<file path="config.mk">
export PLATFORM = sky130hd
export DESIGN_NAME = io_button
export DESIGN_NICKNAME = d
export VERILOG_FILES = /design/src/rtl/io_button_pkg.sv /design/src/rtl/io_button_debounce.sv /design/src/rtl/io_button.sv
export SDC_FILE = /design/constraint.sdc
export NUM_CORES = 1
export LEC_CHECK = 0
export BUFFER_PORTS_ARGS = -buffer_cell sky130_fd_sc_hd__buf_4
export CAP_MARGIN = 40
export CORE_AREA = 2 2 69 84
export DETAILED_ROUTE_END_ITERATION = 6
export DIE_AREA = 0 0 71 86
export PLACE_DENSITY = 0.75
export SLEW_MARGIN = 5
export SYNTH_ARGS = -nofsm -noshare
export SYNTH_HDL_FRONTEND = slang
export SYNTH_SLANG_ARGS = --single-unit
</file>
<file path="constraint.sdc">
create_clock -name clk -period 1.8 [get_ports clk]
set_input_delay 0.09 -clock clk [delete_from_list [all_inputs] [get_ports clk]]
set_output_delay 0.09 -clock clk [all_outputs]
set_load 0.01 [all_outputs]
</file>
<file path="src/rtl/io_button_pkg.sv">
// io_button_pkg: shared definitions for the io_button push-button peripheral.
//   Word addresses of the BTN_* registers on the dma_io bus and the bit
//   positions of the non-mask fields inside BTN_CTRL.
package io_button_pkg;

    localparam logic [13:0] IO_BTN_STATE = 14'h3F81;
    localparam logic [13:0] IO_BTN_EDGE  = 14'h3F82;
    localparam logic [13:0] IO_BTN_CTRL  = 14'h3F83;
    localparam logic [13:0] IO_BTN_FALL  = 14'h3F84;

    localparam int unsigned INV_BIT      = 8;
    localparam int unsigned FALL_IRQ_BIT = 9;

endpackage

</file>
<file path="src/rtl/io_button_debounce.sv">
// btn_debounce: single-bit two-flop synchronizer followed by a stability
// counter. A new level is accepted only after it has been sampled for
// DEB_CYCLES consecutive clocks; any return to the current level restarts
// the count.
// Ports:
//   clk    in  system clock
//   rst    in  asynchronous active-high reset
//   pol    in  polarity-corrected raw pin (asynchronous)
//   stable out debounced level
module btn_debounce
    import io_button_pkg::*;
#(
    parameter int unsigned DEB_CYCLES = 50000,
    parameter int unsigned DEB_W      = 16
) (
    input  logic clk,
    input  logic rst,
    input  logic pol,
    output logic stable
);

    localparam logic [DEB_W-1:0] CNT_MAX = DEB_W'(DEB_CYCLES - 1);

    logic             s1;
    logic             s0;
    logic [DEB_W-1:0] cnt;

    always_ff @(posedge clk or posedge rst) begin
        if (rst) begin
            s1     <= 1'b0;
            s0     <= 1'b0;
            stable <= 1'b0;
            cnt    <= '0;
        end else begin
            s1 <= pol;
            s0 <= s1;
            if (s0 == stable) begin
                cnt <= '0;
            end else if (cnt == CNT_MAX) begin
                stable <= s0;
                cnt    <= '0;
            end else begin
                cnt <= cnt + 1'b1;
            end
        end
    end

endmodule

</file>
<file path="src/rtl/io_button.sv">
// io_button: memory-mapped push-button input peripheral on the dma_io bus.
//   Debounces NBTN raw pins, exposes the debounced level (BTN_STATE),
//   latches rising edges into W1C flags (BTN_EDGE) and raises a maskable
//   level interrupt. BTN_CTRL holds the irq mask [NBTN-1:0] and the
//   polarity-invert bit (bit 8). Read data is daisy-chained.
// Optional feature: define IO_BTN_FALL_EN to add falling-edge W1C flags
//   (BTN_FALL) and the fall interrupt enable (BTN_CTRL bit 9).
// Ports:
//   clk             in  system clock
//   rst             in  asynchronous active-high reset
//   dma_io_we       in  bus write strobe
//   dma_io_wadr     in  bus write word address [15:2]
//   dma_io_wdata    in  bus write data
//   dma_io_radr     in  bus read word address [15:2]
//   dma_io_rdata_in in  read data from upstream slave
//   dma_io_rdata    out read data to downstream slave
//   btn_raw         in  asynchronous button pins
//   btn_irq         out level interrupt
module io_button
    import io_button_pkg::*;
#(
    parameter int unsigned NBTN       = 2,
    parameter int unsigned DEB_CYCLES = 50000,
    parameter int unsigned DEB_W      = 16,
    parameter logic        INV_RST    = 1'b1
) (
    input  logic            clk,
    input  logic            rst,
    input  logic            dma_io_we,
    input  logic [15:2]     dma_io_wadr,
    input  logic [15:0]     dma_io_wdata,
    input  logic [15:2]     dma_io_radr,
    input  logic [15:0]     dma_io_rdata_in,
    output logic [15:0]     dma_io_rdata,
    input  logic [NBTN-1:0] btn_raw,
    output logic            btn_irq
);

    logic            inv;
    logic [NBTN-1:0] irq_mask;
    logic [NBTN-1:0] pol;
    logic [NBTN-1:0] stable;
    logic [NBTN-1:0] stable_d;
    logic [NBTN-1:0] rise;
    logic [NBTN-1:0] edge_flag;
    logic [NBTN-1:0] w1c_edge;
    logic            wr_edge;
    logic            wr_ctrl;
    logic            unused_wdata;

    assign unused_wdata = ^dma_io_wdata;

    assign pol = btn_raw ^ {NBTN{inv}};

    for (genvar i = 0; i < NBTN; i++) begin : g_deb
        btn_debounce #(
            .DEB_CYCLES(DEB_CYCLES),
            .DEB_W     (DEB_W)
        ) u_deb (
            .clk   (clk),
            .rst   (rst),
            .pol   (pol[i]),
            .stable(stable[i])
        );
    end

    assign wr_edge  = dma_io_we && (dma_io_wadr == IO_BTN_EDGE);
    assign wr_ctrl  = dma_io_we && (dma_io_wadr == IO_BTN_CTRL);
    assign w1c_edge = wr_edge ? dma_io_wdata[NBTN-1:0] : '0;
    assign rise     = stable & ~stable_d;

    // A rise in the same cycle as a W1C clear keeps the flag set.
    always_ff @(posedge clk or posedge rst) begin
        if (rst) begin
            stable_d  <= '0;
            edge_flag <= '0;
            irq_mask  <= '0;
            inv       <= INV_RST;
        end else begin
            stable_d  <= stable;
            edge_flag <= rise | (edge_flag & ~w1c_edge);
            if (wr_ctrl) begin
                irq_mask <= dma_io_wdata[NBTN-1:0];
                inv      <= dma_io_wdata[INV_BIT];
            end
        end
    end

`ifdef IO_BTN_FALL_EN
    logic [NBTN-1:0] fall;
    logic [NBTN-1:0] fall_flag;
    logic [NBTN-1:0] w1c_fall;
    logic            fall_irq_en;
    logic            wr_fall;

    assign wr_fall  = dma_io_we && (dma_io_wadr == IO_BTN_FALL);
    assign w1c_fall = wr_fall ? dma_io_wdata[NBTN-1:0] : '0;
    assign fall     = ~stable & stable_d;

    always_ff @(posedge clk or posedge rst) begin
        if (rst) begin
            fall_flag   <= '0;
            fall_irq_en <= 1'b0;
        end else begin
            fall_flag <= fall | (fall_flag & ~w1c_fall);
            if (wr_ctrl) begin
                fall_irq_en <= dma_io_wdata[FALL_IRQ_BIT];
            end
        end
    end

    always_comb begin
        btn_irq = (|(edge_flag & irq_mask)) |
                  (fall_irq_en & (|(fall_flag & irq_mask)));
    end
`else
    always_comb begin
        btn_irq = |(edge_flag & irq_mask);
    end
`endif

    always_comb begin
        dma_io_rdata = dma_io_rdata_in;
        case (dma_io_radr)
            IO_BTN_STATE: begin
                dma_io_rdata           = '0;
                dma_io_rdata[NBTN-1:0] = stable;
            end
            IO_BTN_EDGE: begin
                dma_io_rdata           = '0;
                dma_io_rdata[NBTN-1:0] = edge_flag;
            end
            IO_BTN_CTRL: begin
                dma_io_rdata           = '0;
                dma_io_rdata[NBTN-1:0] = irq_mask;
                dma_io_rdata[INV_BIT]  = inv;
`ifdef IO_BTN_FALL_EN
                dma_io_rdata[FALL_IRQ_BIT] = fall_irq_en;
`endif
            end
`ifdef IO_BTN_FALL_EN
            IO_BTN_FALL: begin
                dma_io_rdata           = '0;
                dma_io_rdata[NBTN-1:0] = fall_flag;
            end
`endif
            default: ;
        endcase
    end

endmodule
</file>
* Yosys cells after proc, flatten, opt, wreduce, memory -nomap -nowiden *
Cells that the tools add are included.

storage, ports and cells
  word-level logic and storage cells = 43
  output and inout port bits = 17
  flip-flop bits (word level) = 45
  bits of input ports = 65

operators by class
  bitwise operators = 9
  equality and inequality tests = 9
  muxes and demuxes = 6
  reductions and logical operators = 5
  add/subtract/negate cells = 2

operators with widths
  kind                   count
  $eq 14x14->1 const B   5
  $mux 16                4
  $pmux 16 s3            1
  $add 16x1->16 const B  2
  $eq 16x16->1 const B   2
  $and 2x2->2            3
  $not 2->2              2
  $reduce_and 2->1       2
  $eq 1x1->1             2
  $logic_and 1x1->1      2
  $mux 2                 1
  $not 1->1              2
  $or 2x2->2             1
  $reduce_or 2->1        1
  $xor 2x2->2            1

* Logic depth before layout (Yosys ltp) *
Gate-level depths: netlist (run 1).

  depth after elaboration = 6
  gate-level depth with buffers = 6
  mapped depth without buffers = 5

* Modules after synthesis *
A second synthesis (run 1) with hierarchy kept.

second synthesis, totals
  cell total of the unflattened synthesis = 235
  area, all modules = 2,562.5 um^2

modules (own cells, without submodules)
  module        area each (um^2)  instances  seq. area each (um^2)  cells an instance
  btn_debounce  982.2             2          475.5                  87
  io_button     598.1             1          176.4                  61

* Worst setup path before layout (run 1) *
OpenSTA, ideal clock, no wires.

  kind = register -> register
  from = register g_deb[0].u_deb.cnt[0]
  to = register g_deb[0].u_deb.cnt[10]
  setup slack = 0.136 ns
  required time = 1.679 ns
  path buffers = 1
  cell stages (with the launch flop) = 6
  clock period less this slack = 1.664 ns
  arrival = 1.542 ns
  setup time = 0.121 ns
  cells stage by stage = dfrtp_1 ha_1 nand3_1 o31ai_2 buf_2 nor2_1

between the ends
  longest elaborated chain between the ends = 3
  elaborated cells on any way between the ends = 4
  classes of those cells = add/sub: 1; eq/ne: 1; mux: 2

ends and longest elaborated chain
  item                                                  RTL line                                            RTL
  from (decl)                                           io_button_debounce.sv:26                            logic [DEB_W-1:0] cnt;
  from (signal assigned)                                io_button_debounce.sv:43                            cnt <= cnt + 1'b1;
  $add 16x1->16 / $eq 16x16->1 (equally long branches)  io_button_debounce.sv:43, io_button_debounce.sv:39
  $mux 16 *                                             io_button_debounce.sv:39                            end else if (cnt == CNT_MAX) begin
  $mux 16 *                                             io_button_debounce.sv:37                            if (s0 == stable) begin

Every way passes the cells marked *; elsewhere a longest branch is shown, timed or not.
A chain may end at the register's enable or synchronous reset.

* Final worst setup path (run 1) *
  from = input port dma_io_radr[6] (netlist bit)
  to = output port dma_io_rdata[0]

between the ends
  longest elaborated chain between the ends = 2
  elaborated cells on any way between the ends = 4
  classes of those cells = eq/ne: 3; mux: 1

ends and longest elaborated chain
  item           RTL line          RTL
  from (decl)    io_button.sv:32   input logic [15:2] dma_io_radr,
  $eq 14x14->1   io_button.sv:124  case (dma_io_radr)
  $pmux 16 s3 *  io_button.sv:124
  to (decl)      io_button.sv:34   output logic [15:0] dma_io_rdata,

Marked as above.

==> reports/results.tsv, run 1 <==
stage	metric	value	unit
logic_synthesis	Compound-Gate Fraction of Synth Area	3.030	%
timing	post-route minimum period	1.736	ns
critical_path	Crit path max-delay family	simple AND/OR/NAND/NOR gates	
logic_synthesis	post-synthesis mux area share	3.301	%
critical_path	Arrival @ worst endpoint	1.65	ns
timing	Fin. Hold Viols	0	
grt	largest net degree at the start of global routing	42	
placed_design	Port Buffer Count	68	
min_path	hold worst-path end	inv	
detailed_routing	vias per inst	5.145	
floorplan	die width	71	um
pwr	pwr dens	654.6	nW/um^2
logic_synthesis	Syn. warnings	0	
min_path	HP Start	dma_io_wdata[8]	
logic_synthesis	main flop type after synthesis	dfrtp_1	
timing	final setup vio count	0	
logic_synthesis	flops & latches, synth	45	
floorplan	Rows	29	
logic_synthesis	most common cell in the netlist	dfrtp_1	
final_layout	# nets final	376	
clock_tree	Post-CTS Setup Inserts	0	
grt	vias in the first global route	1949	
detailed_routing	drt pass-1 iters	6	
critical_path	crit path cell chain	buf_4, or4b_4, or3_4, a221o_1, buf_4	
logic_synthesis	Cell Area, Synth	2312	um^2
pwr	P_int	1.610	mW
pwr	combinational share of power	10.8	%
logic_synthesis	Async SR Flop Fraction	100.0	%
critical_path	CP bufs+invs	2	
logic_synthesis	Yosys cell types	37	
critical_path	Worst EP required	1.71	ns
timing	unrepaired setup endpoints after global routing	no	
timing	Worst-Margin Slew	0.5023	ns
grt	first-pass GRT wire length	8266	um
detailed_routing	Vias	1914	
final_layout	layout cells sized above 1	28.06	%
logic_synthesis	Post-Syn Instances	229	
final_layout	Finished Layout Cells	372	
clock_tree	clk sinks	45	
detailed_routing	1st-iter DRT viols	64	
critical_path	worst r2r src	g_deb[0].u_deb.cnt[0]	
timing	maximum clock rate	0.5761	GHz
critical_path	Crit. End Element	output pin	
floorplan	Die H	86	um
clock_tree	CTS tree	yes	
placed_design	RePlAce Congestion	0.8363	
logic_synthesis	Synth area leaders	dfrtp_1, xnor2_1, nor2_1	
timing	skew final	0.004321	ns
clock_tree	Num CTS Buffers	5	
critical_path	crit start category	primary input	
critical_path	most frequent CP cell	buf_4	
pwr	worst vdd ir	407.9	uV
logic_synthesis	Post-Synth XOR/XNOR Area	11.74	%
final_layout	# fillers	456	
run_status	status	completed	
timing	final max-slew violation count	0	
logic_synthesis	area leader, netlist	dfrtp_1	
timing	period utilisation layout	96.43	%
detailed_routing	wire length per cell	13.14	um
pwr	total power	2.025	mW
detailed_routing	drt drc	0	
critical_path	R2R setup slack	0.14	ns
clock_tree	Worst-Skew Late Latency	0.29	ns
logic_synthesis	Simple-Gate Fraction of Synth Area	30.25	%
placed_design	hpwl dp	3728	um
final_layout	area delta synth->final	33.77	%
min_path	Worst Hold Depth	2	
timing	final setup TNS	0	ns
grt	antenna violations before repair	0	
critical_path	R2R cell count	4	
grt	Total GRT Usage	16.80	%
detailed_routing	routed wire length	4889	um
logic_synthesis	Commonest cells post-synth	dfrtp_1, nor2_1, xnor2_1	
logic_synthesis	adder-cell share of the synthesized area	1.082	%
final_layout	# diodes	0	
run	Max Cap Violations	0	
logic_synthesis	syn_nets	296	
pwr	P_leak	1.366	nW
pwr	Reg power frac	51.3	%
logic_synthesis	Avg Inst Size Synth	10.10	um^2
final_layout	Reg area	1127	um^2
logic_synthesis	largest family of logic cells by synthesized area	simple AND/OR/NAND/NOR gates	
clock_tree	Clock Path Buffers	2	
clock_tree	clk slew on worst S/H paths	0.07	ns
final_layout	Multi-input gate area	1151	um^2
floorplan	core area	5261	um^2
pwr	Switching Power	0.4144	mW
min_path	worst hold path class	in -> reg	
critical_path	CP max stage delay	0.54	ns
floorplan	Starting Density	43.95	%
critical_path	worst-path fanout max	2	
placed_design	dpl cells	361	
critical_path	critical path startpoint	dma_io_radr[6]	
critical_path	Setup Crit Path Kind	in -> out	
timing	Rel. slew slack	66.52	%
clock_tree	CTS HTree Levels	2	
grt	total grt overflow	0	
logic_synthesis	Yosys top cell area share	47.62	%
detailed_routing	antenna violation net count after detailed routing	0	
pwr	switching portion of total power	20.47	%
clock_tree	Clk Tree Root Cell	clkbuf_8	
logic_synthesis	Post-synth EDFFs	0	
pwr	Clock power frac	37.9	%
floorplan	Ports	82	
logic_synthesis	register area share after synthesis	48.76	%
critical_path	slowest CP cell	or4b_4	
floorplan	Die Area	6106	um^2
critical_path	reg2reg end	g_deb[0].u_deb.stable	
-- stage by stage --
stage	setup slack [ns]	area, um^2	utilization [%]	hold slack, ns
global placement	0.08085	2938	55.84	-0.03079
detailed placement	0.05854	2938	55.84	-0.03034
CTS	0.05684	3084	58.62	0.008078
global route	0.001627	3093	58.79	0.002969
floorplan	0.1362	2312	-	0.1771
finish	0.06427	3093	58.79	0.01068
-- worst max path at each step --
stage                                         to  slack (ns)  cells after the start
after floorplan           g_deb[0].u_deb.cnt[10]        0.14                      5
after global placement           dma_io_rdata[0]        0.08                      5
after detailed placement         dma_io_rdata[0]        0.06                      5
after CTS                        dma_io_rdata[0]        0.06                      5
after global routing       g_deb[0].u_deb.stable       0.002                      4
final                            dma_io_rdata[0]        0.06                      5
-- cell families (layout without fill, tap and decap cells) --
logic type                 after synthesis  in the layout
xor gates and xnor gates                31             31
DFF                                     45             45
adders and majority gates                2              2
muxes                                    7              7
and+or+nand+nor                        125            125
AOI/OAI and AO/OA                        8              8
buffers and inverters                   11             92
-- layer usage --
layer	part of all wire [%]	global-route usage (%)
met1	41	19.38
met2	55	30.33
met3	3.6	4.113
met4	1.2	5.489
met5	0	0
-- power by group through the flow --
stage          Clock, mW  Sequential (mW)  Combinational [mW]
6_report           0.767             1.04               0.218
5_1_grt            0.835             1.04               0.241
4_1_cts            0.793             1.04               0.222
3_5_place_dp           0             1.06               0.216
3_3_place_gp           0             1.06               0.213
2_1_floorplan          0             1.06              0.0777
-- timing repair --
item | 4_1_cts | 5_1_grt
hold buffers | 3 | 0
gates resized for setup | 0 | 2
endpoints found under the hold margin | 6 | 0
endpoints found under the setup margin | 0 | 1
-- cell type report --
| class | count | area share, % |
|---|---|---|
| multi-input combinational | 173 | 37.22 |
| clock inverter | 1 | 0.9709 |
| sequential | 45 | 36.45 |
| clock buffer | 7 | 2.791 |
| timing repair buffer | 76 | 19.09 |
| tap | 62 | 2.508 |
| inverter | 8 | 0.9709 |
-- sequential cells by signal, summed over array words and instances (netlist names) --
| name | cells |
|---|---|
| inv | 1 |
| stable_d | 2 |
| g_deb.u_deb.s1 | 2 |
| edge_flag | 2 |
| g_deb.u_deb.s0 | 2 |
| g_deb.u_deb.stable | 2 |
| g_deb.u_deb.cnt | 32 |
| irq_mask | 2 |
-- placed cells by master (no fill, tap or decap), types with 5 or more instances in the layout --
cell and n:
nand4_1 12, buf_4 72, nor4_1 10, nor3_1 6, nand3_1 8, xor2_1 10
and2_1 13, xnor2_1 21, mux2_1 5, nand2_1 13, clkbuf_8 6, nor2_1 39
inv_1 7, dfrtp_1 44
Power figures use the tool's default switching activity.
==> run 2: changes to the inputs <==
--- a/config.mk
+++ b/config.mk
@@ -5,13 +5,13 @@
 export SDC_FILE = /design/constraint.sdc
 export NUM_CORES = 1
 export LEC_CHECK = 0
-export BUFFER_PORTS_ARGS = -buffer_cell sky130_fd_sc_hd__buf_4
 export CAP_MARGIN = 40
 export CORE_AREA = 2 2 69 84
+export CTS_CLUSTER_SIZE = 16
 export DETAILED_ROUTE_END_ITERATION = 6
 export DIE_AREA = 0 0 71 86
-export PLACE_DENSITY = 0.75
-export SLEW_MARGIN = 5
+export DONT_BUFFER_PORTS = 1
+export PLACE_DENSITY = 0.61
 export SYNTH_ARGS = -nofsm -noshare
 export SYNTH_HDL_FRONTEND = slang
 export SYNTH_SLANG_ARGS = --single-unit
==> run 2 against run 1 <==
Net effect: final cell count down 18%; critical path type is now reg -> reg; combinational power down 49%; non-clock buffer count down 66; power up 0.34%; worst setup slack better by 0.085 ns; critical path depth unchanged; clock skew up 0.0085 ns; cell area down 15%; wire length down 8.7%; sequential share of layout area up 6.7 points.
==> reports/results.tsv, run 2 (same netlist as run 1, synthesis figures left out) <==
stage	metric	value	unit
timing	final setup vio count	0	
placed_design	RePlAce Congestion	0.8375	
timing	Worst-Margin Slew	0.5454	ns
timing	final setup TNS	0	ns
detailed_routing	Vias	1679	
floorplan	Ports	82	
timing	Fin. Hold Viols	0	
floorplan	Die H	86	um
grt	total grt overflow	0	
floorplan	core area	5261	um^2
floorplan	Rows	29	
placed_design	area post-placement	2420	um^2
clock_tree	clk sinks	45	
critical_path	Arrival @ worst endpoint	1.84	ns
clock_tree	CTS tree	yes	
critical_path	worst-path fanout max	8	
placed_design	dpl cells	292	
min_path	worst hold path class	in -> reg	
clock_tree	Clock Path Buffers	2	
timing	unrepaired setup endpoints after global routing	no	
detailed_routing	wire length per cell	14.59	um
final_layout	# diodes	0	
detailed_routing	vias per inst	5.487	
final_layout	most frequent cells in the layout	dfrtp_1, nor2_1, xnor2_1	
final_layout	final core occ	49.68	%
grt	antenna violations before repair	0	
timing	period utilisation layout	91.68	%
detailed_routing	WL met1	2104	um
timing	setup slack after layout	0.1497	ns
grt	vias in the first global route	1644	
final_layout	Finished Layout Cells	306	
grt	largest net degree at the start of global routing	46	
final_layout	layout cells sized above 1	6.967	%
placed_design	post-place setup slack	0.1421	ns
detailed_routing	antenna violation net count after detailed routing	0	
grt	Total GRT Usage	15.02	%
timing	worst hold slack	0.01171	ns
run_status	status	completed	
floorplan	die width	71	um
final_layout	Post-Layout Inst Area	2614	um^2
grt	first-pass GRT wire length	7389	um
run	Max Cap Violations	0	
placed_design	hpwl dp	3315	um
final_layout	# nets final	310	
min_path	Worst Hold Depth	2	
floorplan	Starting Density	43.95	%
detailed_routing	top layer in use	met4	
clock_tree	Clk Tree Root Cell	clkbuf_8	
critical_path	R2R cell count	5	
placed_design	Port Buffer Count	0	
critical_path	crit start category	flip-flop	
detailed_routing	routed wl met3	126	um
pwr	pwr dens	777.2	nW/um^2
clock_tree	# resized after CTS	0	
critical_path	Setup Crit Path Kind	reg -> reg	
critical_path	Crit. End Element	flip-flop	
timing	Rel. slew slack	63.64	%
pwr	worst vdd ir	555.4	uV
detailed_routing	drt drc	0	
detailed_routing	drt pass-1 iters	4	
final_layout	area delta synth->final	13.04	%
pwr	P_leak	1.053	nW
clock_tree	Worst-Skew Late Latency	0.30	ns
timing	final max-slew violation count	0	
pwr	total power	2.032	mW
clock_tree	Post-CTS Setup Inserts	0	
clock_tree	CTS HTree Levels	2	
timing	post-route minimum period	1.650	ns
clock_tree	clk slew on worst S/H paths	0.08	ns
detailed_routing	routed wire length	4466	um
critical_path	Worst EP required	1.99	ns
final_layout	most common cell after layout, fill and taps aside	dfrtp_1	
timing	maximum clock rate	0.6059	GHz
detailed_routing	WL met2	2224	um
floorplan	Die Area	6106	um^2
timing	skew final	0.01281	ns
detailed_routing	1st-iter DRT viols	110	
clock_tree	Num CTS Buffers	5	
final_layout	Largest Register	g_deb.u_deb.cnt	
final_layout	max reg flops	32	
## run 2: worst paths after layout
| check | start | end | slack (ns) |
|---|---|---|---|
| hold reg to reg | g_deb[0].u_deb.s1 | g_deb[0].u_deb.s0 | 0.35 |
| setup reg to reg | g_deb[0].u_deb.cnt[0] | g_deb[0].u_deb.cnt[14] | 0.15 |
| max in group asynchronous | rst | inv | 1.05 |
| min in group asynchronous | rst | g_deb[1].u_deb.cnt[9] | 0.37 |
| setup / recovery | g_deb[0].u_deb.cnt[0] | g_deb[0].u_deb.cnt[14] | 0.15 |
| hold / removal | dma_io_wdata[0] | edge_flag[0] | 0.01 |
## run 2: timing repair
action                                  CTS  global route
hold endpoints to repair                 49             0
endpoints found under the setup margin    0             0
hold buffers                              6             0
## run 2: routing by layer
metal	global-route usage [%]	up-vias
met2	23.79	25
met5	0	-
met4	2.573	0
li1	-	835
met1	21.25	817
met3	3.760	2
## run 2: where the power goes
| group | switching (mW) | internal, mW | leakage (nW) |
|---|---|---|---|
| registers | 0.0132 | 1.03 | 0.611 |
| logic | 0.0630 | 0.0481 | 0.374 |
| clock network | 0.330 | 0.551 | 0.0681 |
## run 2: worst max-delay path: stages (launching register included)
cell and delay, ns:
dfrtp_1 0.40, ha_1 0.20, nand3_1 0.28, nor4_1 0.45, xnor2_1 0.17, nor2_1 0.05
## run 2: layout make-up
cell class / count / area [um^2]
inverters: 8 / 30.03
repair buffers: 10 / 102.6
multi-input cells: 173 / 1142
well taps: 62 / 77.57
flip-flops and latches: 45 / 1127
fillers: 495 / 2648
clock buffers: 5 / 68.82
clock inverters: 3 / 65.06
==> run 3: changes to the inputs <==
--- a/config.mk
+++ b/config.mk
@@ -12,6 +12,7 @@
 export DIE_AREA = 0 0 71 86
 export DONT_BUFFER_PORTS = 1
 export PLACE_DENSITY = 0.61
+export SETUP_SLACK_MARGIN = 0.2
 export SYNTH_ARGS = -nofsm -noshare
 export SYNTH_HDL_FRONTEND = slang
 export SYNTH_SLANG_ARGS = --single-unit
==> run 3 against run 2 <==
Net effect: power down 6.3%; critical path type unchanged; sequential share of layout area down 1.5 points; critical endpoint is now g_deb[0].u_deb.stable; first-iteration DRC count down 58%; worst setup slack better by 0.088 ns; clock power down 16%.
==> reports/results.tsv, run 3 (same netlist as run 1, synthesis figures left out) <==
stage	metric	value	unit
timing	Rel. slew slack	71.23	%
clock_tree	clk slew on worst S/H paths	0.09	ns
timing	Worst-Margin Slew	0.4290	ns
pwr	switching portion of total power	21.51	%
detailed_routing	routed wire length	4343	um
detailed_routing	drt drc	0	
placed_design	Port Buffer Count	0	
timing	Fin. Hold Viols	0	
grt	first-pass GRT wire length	7134	um
placed_design	hpwl dp	3193	um
final_layout	layout cells sized above 1	13.55	%
timing	skew final	0.01214	ns
final_layout	final core occ	51.51	%
pwr	worst vdd ir	325.2	uV
pwr	Clock power frac	39.0	%
detailed_routing	drt pass-1 iters	4	
final_layout	most frequent cells in the layout	dfrtp_1, nor2_1, xnor2_1	
pwr	pwr dens	702.4	nW/um^2
grt	most used routing layer	met2	
grt	met2 GRT Util	23.19	%
final_layout	Reg area	1127	um^2
final_layout	# nets final	317	
final_layout	Largest Register	g_deb.u_deb.cnt	
timing	post-route minimum period	1.562	ns
min_path	worst hold path class	in -> reg	
detailed_routing	wire length per cell	13.88	um
run_status	status	completed	
floorplan	Rows	29	
run	Max Cap Violations	0	
detailed_routing	1st-iter DRT viols	46	
pwr	combinational share of power	6.4	%
grt	Total GRT Usage	14.64	%
critical_path	Worst EP required	1.98	ns
final_layout	area delta synth->final	17.21	%
timing	final max-slew violation count	0	
pwr	P_int	1.494	mW
critical_path	Setup Crit Path Kind	reg -> reg	
grt	GR Util met1	19.77	%
clock_tree	Clock Path Buffers	2	
clock_tree	clk sinks	45	
pwr	Reg power frac	54.6	%
final_layout	# diodes	0	
floorplan	Ports	82	
clock_tree	Worst-Skew Late Latency	0.30	ns
pwr	Switching Power	0.4095	mW
critical_path	Crit. End Element	flip-flop	
critical_path	Arrival @ worst endpoint	1.74	ns
detailed_routing	Vias	1695	
timing	period utilisation layout	86.77	%
critical_path	worst-path fanout max	3	
floorplan	Die Area	6106	um^2
clock_tree	CTS HTree Levels	2	
clock_tree	Num CTS Buffers	5	
grt	total grt overflow	0	
grt	vias in the first global route	1567	
timing	final setup TNS	0	ns
floorplan	die width	71	um
timing	unrepaired setup endpoints after global routing	yes	
floorplan	core area	5261	um^2
timing	final setup vio count	0	
detailed_routing	vias per inst	5.415	
placed_design	RePlAce Congestion	0.7613	
final_layout	Multi-input gate area	1209	um^2
grt	GR Layer Usage met3	2.938	%
floorplan	Die H	86	um
grt	antenna violations before repair	0	
floorplan	Starting Density	43.95	%
final_layout	# fillers	479	
clock_tree	Clk Tree Root Cell	clkbuf_8	
grt	largest net degree at the start of global routing	19	
detailed_routing	antenna violation net count after detailed routing	0	
clock_tree	CTS tree	yes	
final_layout	most common cell after layout, fill and taps aside	dfrtp_1	
critical_path	crit start category	flip-flop	
final_layout	max reg flops	32	
pwr	P_leak	1.075	nW
timing	maximum clock rate	0.6403	GHz
==> run 3: worst max-delay path, stage by stage, from the launching register on <==
cell and delay (ns):
dfrtp_1 0.42, nor4_2 0.31, nand4_1 0.23, nor3_2 0.17, mux2_1 0.33
==> run 3: area by class of cell <==
type | instances | area share (%)
multi-input combinational | 173 | 44.60
sequential | 45 | 41.60
timing repair buffer | 17 | 5.863
tap | 62 | 2.862
clock buffer | 6 | 2.678
clock inverter | 2 | 1.293
inverter | 8 | 1.108
==> run 3: what timing repair did <==
item | 4_1_cts | 5_1_grt
buffers inserted | 0 | 4
resized for setup | 2 | 10
hold endpoints to repair | 50 | 0
pin swaps | 1 | 3
gates cloned | 0 | 0
endpoints found under the setup margin | 17 | 32
hold buffers | 6 | 0
==> run 3: power by group through the flow <==
stage	logic [mW]	registers (mW)	clock network [mW]
after floorplan	0.0803	1.06	0
after global placement	0.103	1.06	0
after detailed placement	0.103	1.06	0
after CTS	0.114	1.04	0.774
after global routing	0.137	1.04	0.808
final	0.123	1.04	0.742
==> run 3: path summary, 6_finish.rpt <==
check | start | end | slack, ns | depth (start not counted)
setup / recovery | g_deb[0].u_deb.cnt[13] | g_deb[0].u_deb.stable | 0.24 | 4
hold / removal | dma_io_wdata[1] | edge_flag[1] | 0.02 | 2
setup reg to reg | g_deb[0].u_deb.cnt[13] | g_deb[0].u_deb.stable | 0.24 | 4
hold reg to reg | g_deb[0].u_deb.s1 | g_deb[0].u_deb.s0 | 0.36 | 0
max in group asynchronous | rst | inv | 1.03 | 3
min in group asynchronous | rst | g_deb[1].u_deb.cnt[12] | 0.18 | 2
==> run 3: layer usage <==
metal  wire length (um)  vias up  part of all wire, %
met1               1995      812                   46
met5                  0        -                    0
li1                   -      846                    -
met2               2135       31                   49
met3                144        6                  3.3
met4                 68        0                  1.6
==> run 3: stage by stage <==
step	setup WS [ns]	power [mW]	cell area, um^2	std cells	hold slack (ns)
3_3_place_gp	0.1533	1.162	2451	295	-0.06334
3_5_place_dp	0.1748	1.163	2451	295	-0.05873
4_1_cts	0.1909	1.928	2631	309	0.005567
2_1_floorplan	0.2152	1.137	2327	229	0.1771
5_1_grt	0.1398	1.987	2710	313	0.01927
6_report	0.2381	1.904	2710	313	0.01639
